<file path="src/rtl/mult_stream_accumulator.sv">
// rtl/mult_stream_accumulator.sv - aligns the multiplier product stream with its valid/last flags
// and accumulates saturating unsigned dot products into a valid/ready result register.
module mult_stream_accumulator #(
  parameter int LATENCY = 5,
  parameter int MULT_W  = 36,
  parameter int ACC_W   = 48,
  parameter int CNT_W   = 16
) (
  input  logic              clk_i,
  input  logic              rst_n_i,
  input  logic              clr_i,
  input  logic              in_valid_i,
  input  logic              in_last_i,
  input  logic [MULT_W-1:0] mult_i,
  output logic              res_valid_o,
  input  logic              res_ready_i,
  output logic [ACC_W-1:0]  result_o,
  output logic [CNT_W-1:0]  res_cnt_o,
  output logic              res_sat_o,
  output logic              err_overrun_o
);

  typedef enum logic {IDLE, ACCUM} state_e;

  state_e             state_q, state_d;
  logic [LATENCY-1:0] vld_q, lst_q;
  logic [ACC_W-1:0]   acc_q, acc_d;
  logic [CNT_W-1:0]   cnt_q, cnt_d;
  logic               sat_q, sat_d;
  logic [ACC_W-1:0]   result_q;
  logic [CNT_W-1:0]   res_cnt_q;
  logic               res_sat_q;
  logic               res_valid_q;
  logic               err_q;

  logic               v_al, l_al, complete, xfer;
  logic [ACC_W-1:0]   acc_base;
  logic [CNT_W-1:0]   cnt_base;
  logic [ACC_W:0]     sum_full;

  assign v_al     = vld_q[LATENCY-1];
  assign l_al     = lst_q[LATENCY-1];
  assign complete = v_al & l_al & ~clr_i;
  assign xfer     = res_valid_q & res_ready_i;

  // One extra sum bit exposes overflow so the accumulator can clamp instead of wrapping.
  always_comb begin
    acc_base = (state_q == ACCUM) ? acc_q : '0;
    cnt_base = (state_q == ACCUM) ? cnt_q : '0;
    sum_full = {1'b0, acc_base} + {{(ACC_W + 1 - MULT_W){1'b0}}, mult_i};
    acc_d    = sum_full[ACC_W] ? '1 : sum_full[ACC_W-1:0];
    cnt_d    = (&cnt_base) ? cnt_base : cnt_base + CNT_W'(1);
    sat_d    = ((state_q == ACCUM) & sat_q) | sum_full[ACC_W] | (&cnt_base);
    state_d  = l_al ? IDLE : ACCUM;
  end

  always_ff @(posedge clk_i or negedge rst_n_i) begin
    if (!rst_n_i) begin
      vld_q       <= '0;
      lst_q       <= '0;
      acc_q       <= '0;
      cnt_q       <= '0;
      sat_q       <= 1'b0;
      state_q     <= IDLE;
      result_q    <= '0;
      res_cnt_q   <= '0;
      res_sat_q   <= 1'b0;
      res_valid_q <= 1'b0;
      err_q       <= 1'b0;
    end else begin
      if (clr_i) begin
        vld_q   <= '0;
        lst_q   <= '0;
        acc_q   <= '0;
        cnt_q   <= '0;
        sat_q   <= 1'b0;
        state_q <= IDLE;
      end else begin
        vld_q[0] <= in_valid_i;
        lst_q[0] <= in_valid_i & in_last_i;
        for (int i = 1; i < LATENCY; i++) begin
          vld_q[i] <= vld_q[i-1];
          lst_q[i] <= lst_q[i-1];
        end
        if (v_al) begin
          acc_q   <= acc_d;
          cnt_q   <= cnt_d;
          sat_q   <= sat_d;
          state_q <= state_d;
        end
      end

      // The output register is left alone by clr_i; a completion only lands if the slot frees up.
      if (complete && (!res_valid_q || res_ready_i)) begin
        result_q    <= acc_d;
        res_cnt_q   <= cnt_d;
        res_sat_q   <= sat_d;
        res_valid_q <= 1'b1;
      end else if (xfer) begin
        res_valid_q <= 1'b0;
      end

      if (complete && res_valid_q && !res_ready_i) begin
        err_q <= 1'b1;
      end
    end
  end

  assign res_valid_o   = res_valid_q;
  assign result_o      = result_q;
  assign res_cnt_o     = res_cnt_q;
  assign res_sat_o     = res_sat_q;
  assign err_overrun_o = err_q;

endmodule

</file>
<file path="config.mk">
export PLATFORM = sky130hd
export DESIGN_NAME = mult_stream_accumulator
export DESIGN_NICKNAME = d
export VERILOG_FILES = /design/src/rtl/mult_stream_accumulator.sv
export SDC_FILE = /design/constraint.sdc
export NUM_CORES = 1
export LEC_CHECK = 0
export CAP_MARGIN = 25
export CORE_MARGIN = 2
export CORE_UTILIZATION = 51
export DETAILED_ROUTE_END_ITERATION = 8
export PLACE_DENSITY = 0.88
export RECOVER_POWER = 50
export SYNTH_ARGS = -nofsm -noshare
export SYNTH_HDL_FRONTEND = slang
export SYNTH_SLANG_ARGS = --single-unit
</file>
<file path="constraint.sdc">
create_clock -name clk_i -period 3.5 [get_ports clk_i]
set_input_delay 1.05 -clock clk_i [delete_from_list [all_inputs] [get_ports clk_i]]
set_output_delay 1.05 -clock clk_i [all_outputs]
set_load 0.02 [all_outputs]
</file>
==> results.yml <==
outcome:
  outcome: "complete, but fails checks"
  violations: "capacitance limit, slew limit, setup timing"
drt:
  routed-via-count: 9270
  routed_wl_um: 28800
  drt-initial-drc-count: 1004
  avgRoutedWirePerCell_um: 19.1
  route.detailed.drc: 0
  ant_nets: 0
  via_per_inst: 6.15
  drt-pass1-iter-count: 9
synthesis:
  synth_area_um2: 8930
  synth_compound_area_share_pct: 21.3
  synth_xor_area_share_pct: 5.00
  ys_types: 65
  synth_enable_flop_cells: 0
  avgSynthCellArea_um2: 8.53
  postSynthCellCount: 1047
  synthFlopType: "dfrtp_1"
  synth.yosys.seq_area_share_pct: 40.1
  yosys.area_share.simple_pct: 21.8
  async_flop_share_pct: 100
  synthAdderAreaFrac_pct: 5.41
  yosys_warnings: 0
  synth_nets: 1127
  synth_top_family_by_area: "simple AND/OR/NAND/NOR gates"
  muxShareOfSynthArea_pct: 2.62
  ys_ff_latch: 143
floorplan:
  die_width_um: 136
  start_util_pct: 51.8
  num_rows: 48
  io_pins: 109
  die_y_um: 136
  dieArea_um2: 18600
  core-area_um2: 17200
sta:
  hold_viol: 0
  fmax_mhz: 283
  worst_pin_slew_ps: 1590
  slew_viol_final: 60
  skew_ps: 11.3
  worst_slack_ps: -30.5
  slew_headroom_pct: -6.03
  tns_ps: -141
  period_share_pct: 101
  finalSetupViolCount: 7
  post-route-min-period_ps: 3530
setup_path:
  path_buf_inv: 3
  crit_chain: "clkdlybuf4s50_1 -> ha_4 -> nand4_1 -> or2_2 -> a41oi_1 -> buf_4 -> nor3_4 -> nor3_4 -> buf_6 -> nor2_1 -> a211oi_1"
  reg2reg_to: "acc_q[17]$_DFFE_PN0P_"
  cpMostUsedCell: "nor3_4"
  crit_cells: 11
  rr_worst_depth: 12
  endpoint_kind: "register"
  worst_ep_arrival_time_ps: 3830
  worstPathRequired_ps: 3800
  critPathSlowestCell: "clkdlybuf4s50_1"
  crit_type: "primary input to register"
  worstSetupStartpointType: "primary input"
  rr_startpoint: "state_q$_DFFE_PN0P_"
  crit_end: "acc_q[17]$_DFFE_PN0P_"
  max_stage_delay_ps: 470
  cp_top_family: "simple AND/OR/NAND/NOR gates"
  cp_max_fo: 12
  rrSetupSlack_ps: 20
  worstSetupStartpoint: "mult_i[30]"
clock_network:
  cts_tree: "built"
  insertion_delay_ps: 440
  clock_path_buffers: 2
  clock-sinks: 143
  cts_hold_buf: 0
  cts_made_buffers: 17
  root_buffer: "clkbuf_16"
  clk_pin_slew_ps: 60
  htree_levels: 4
place:
  port_buffers: 108
  dp_cells: 1459
  finalWeightedCongestion: 0.938
  post-dp-hpwl_um: 18400
global_route:
  grt_pass1_vias: 8743
  gr-usage-all-layers_pct: 29.1
  grt_start_max_net_pins: 102
  antenna_found_initial: 0
  grt-ovfl-total: 0
  grt_first_pass_wirelength_um: 43100
power:
  power_switching_uw: 974
  seqPwrFrac_pct: 42.6
  p_int_mw: 2.95
  total_leakage_power_nw: 5.50
  vdd_drop_max_uv: 404
  powerDensity_nw_per_um2: 318
  p_sw_share_pct: 24.9
  clkPwrFrac_pct: 49.0
  pwr-share-comb_pct: 8.4
cells_and_area:
  syn_to_final_growth_pct: 38.1
  num-fill-cells: 1170
  num-nets-final: 1349
  diodes: 0
  drive_gt1_share_pct: 21.0
  stdcell_count: 1507
job:
  maxCapViolCount: 1
worst_hold_path:
  holdCritPathClass: "register to register"
-- state kept, by name, indices dropped and copies added, names as in the netlist --
name,count
lst_q,5
res_valid_o,1
result_o,48
res_sat_o,1
err_overrun_o,1
acc_q,48
sat_q,1
state_q,1
vld_q,5
res_cnt_o,16
cnt_q,16
-- Yosys cell counts, types with 3 or more instances --
master / instances / area share (%)
a311oi_1: 3 / 0.29
mux2i_1: 20 / 2.2
buf_4: 3 / 0.25
o22ai_1: 3 / 0.21
mux2_2: 3 / 0.38
o21bai_1: 6 / 0.50
and4_1: 4 / 0.39
nand2b_1: 7 / 0.49
nand2_1: 120 / 5.0
nand4_1: 16 / 1.1
a211oi_2: 6 / 0.84
ha_1: 37 / 5.2
nor2_1: 139 / 5.8
xor2_1: 22 / 2.2
and3_1: 15 / 1.1
a22oi_1: 10 / 0.84
o211ai_1: 12 / 1.0
o21ai_0: 80 / 4.5
and2_1: 46 / 3.2
clkbuf_1: 53 / 2.2
buf_2: 9 / 0.50
a21oi_1: 63 / 3.5
nand3_1: 18 / 1.0
a211oi_1: 46 / 3.9
a41oi_1: 3 / 0.29
dfrtp_1: 143 / 40
xnor2_1: 29 / 2.8
o21ai_1: 3 / 0.17
a21o_1: 21 / 1.8
a31oi_1: 14 / 0.98
o31ai_1: 7 / 0.59
inv_1: 13 / 0.55
nor4_1: 4 / 0.28
nor2b_1: 14 / 0.98
nor3_1: 16 / 0.90
-- tightest hold or removal path: cells and delay by family, from the launching register on --
kind | cells | cell delay (ps)
AOI/OAI and AO/OA | 1 | 60
DFF | 1 | 340
and+or+nand+nor | 1 | 40
-- how the worst min path moves through the flow --
stage / end / cells past startpoint / from
floorplan: lst_q[1]$_DFF_PN0_ / 1 / lst_q[0]$_DFF_PN0_
global placement: vld_q[1]$_DFF_PN0_ / 1 / vld_q[0]$_DFF_PN0_
detailed placement: lst_q[4]$_DFF_PN0_ / 1 / lst_q[3]$_DFF_PN0_
CTS: vld_q[1]$_DFF_PN0_ / 1 / vld_q[0]$_DFF_PN0_
global route: res_cnt_o[7]$_DFFE_PN0P_ / 2 / res_cnt_o[7]$_DFFE_PN0P_
finish: res_cnt_o[1]$_DFFE_PN0P_ / 2 / res_cnt_o[1]$_DFFE_PN0P_
-- stage by stage --
step / setup slack (ps) / cell area (um2) / power, mW / utilization, % / hold slack, ps
floorplan: 8.25 / 8960 / 1.82 / - / 439
global placement: -419 / 11200 / 1.99 / 64.8 / 445
detailed placement: -508 / 11200 / 2.00 / 64.8 / 455
CTS: 3.09 / 11800 / 3.90 / 68.6 / 477
global route: -126 / 12300 / 4.02 / 71.6 / 494
finish: -30.5 / 12300 / 3.92 / 71.6 / 473
-- placed cells by master (no fill, tap or decap), types with 14 or more instances in the layout --
master | netlist | final
clkdlybuf4s50_1 | 0 | 83
a21oi_1 | 63 | 54
dlygate4sd3_1 | 0 | 17
clkbuf_16 | 0 | 18
xnor2_1 | 29 | 29
nor2b_1 | 14 | 14
ha_1 | 37 | 23
and3_1 | 15 | 15
xor2_1 | 22 | 22
o21ai_0 | 80 | 76
buf_4 | 3 | 152
nor2_1 | 139 | 137
nand2_1 | 120 | 119
nand4_1 | 16 | 16
a21o_1 | 21 | 21
a211oi_1 | 46 | 38
mux2i_1 | 20 | 20
dfrtp_1 | 143 | 141
and2_1 | 46 | 44
nand3_1 | 18 | 17
-- kinds of logic (layout without fill, tap and decap cells) --
| group | after synthesis | in the layout |
|---|---|---|
| simple gates | 414 | 414 |
| compound gates | 296 | 296 |
| flops | 143 | 143 |
| buf+inv | 82 | 317 |
| xor+xnor | 51 | 51 |
| fa+ha+maj | 38 | 38 |
| mux | 23 | 23 |
-- per-layer routing --
layer	routed length (um)	track usage [%]	up-vias	part of all wire [%]
met4	925	9.43	0	3.2
li1	-	-	4170	-
met3	2480	5.89	105	8.6
met2	13500	46.7	562	47
met1	11800	39.4	4433	41
met5	0	0	-	0
-- cell type report --
cell class | instances | area (um2) | area share [%]
clock inverters | 13 | 179 | 1.45
flip-flops and latches | 143 | 3580 | 29.0
multi-input cells | 822 | 5430 | 44.0
well taps | 225 | 282 | 2.28
clock buffers | 19 | 433 | 3.51
inverters | 13 | 48.8 | 0.395
repair buffers | 272 | 2380 | 19.3
-- timing repair --
action / CTS / global route
setup endpoints to repair: 36 / 97
resized for setup: 6 / 71
buffers inserted: 2 / 12
pin swaps: 5 / 32
gates cloned: 0 / 2
-- power by group through the flow --
stage / logic, mW / clock network, mW / registers [mW]
finish: 0.331 / 1.92 / 1.67
global route: 0.359 / 1.99 / 1.67
CTS: 0.307 / 1.93 / 1.67
detailed placement: 0.303 / 0 / 1.70
global placement: 0.296 / 0 / 1.70
floorplan: 0.126 / 0 / 1.70
Note: power is estimated with default switching activity, not from simulation.
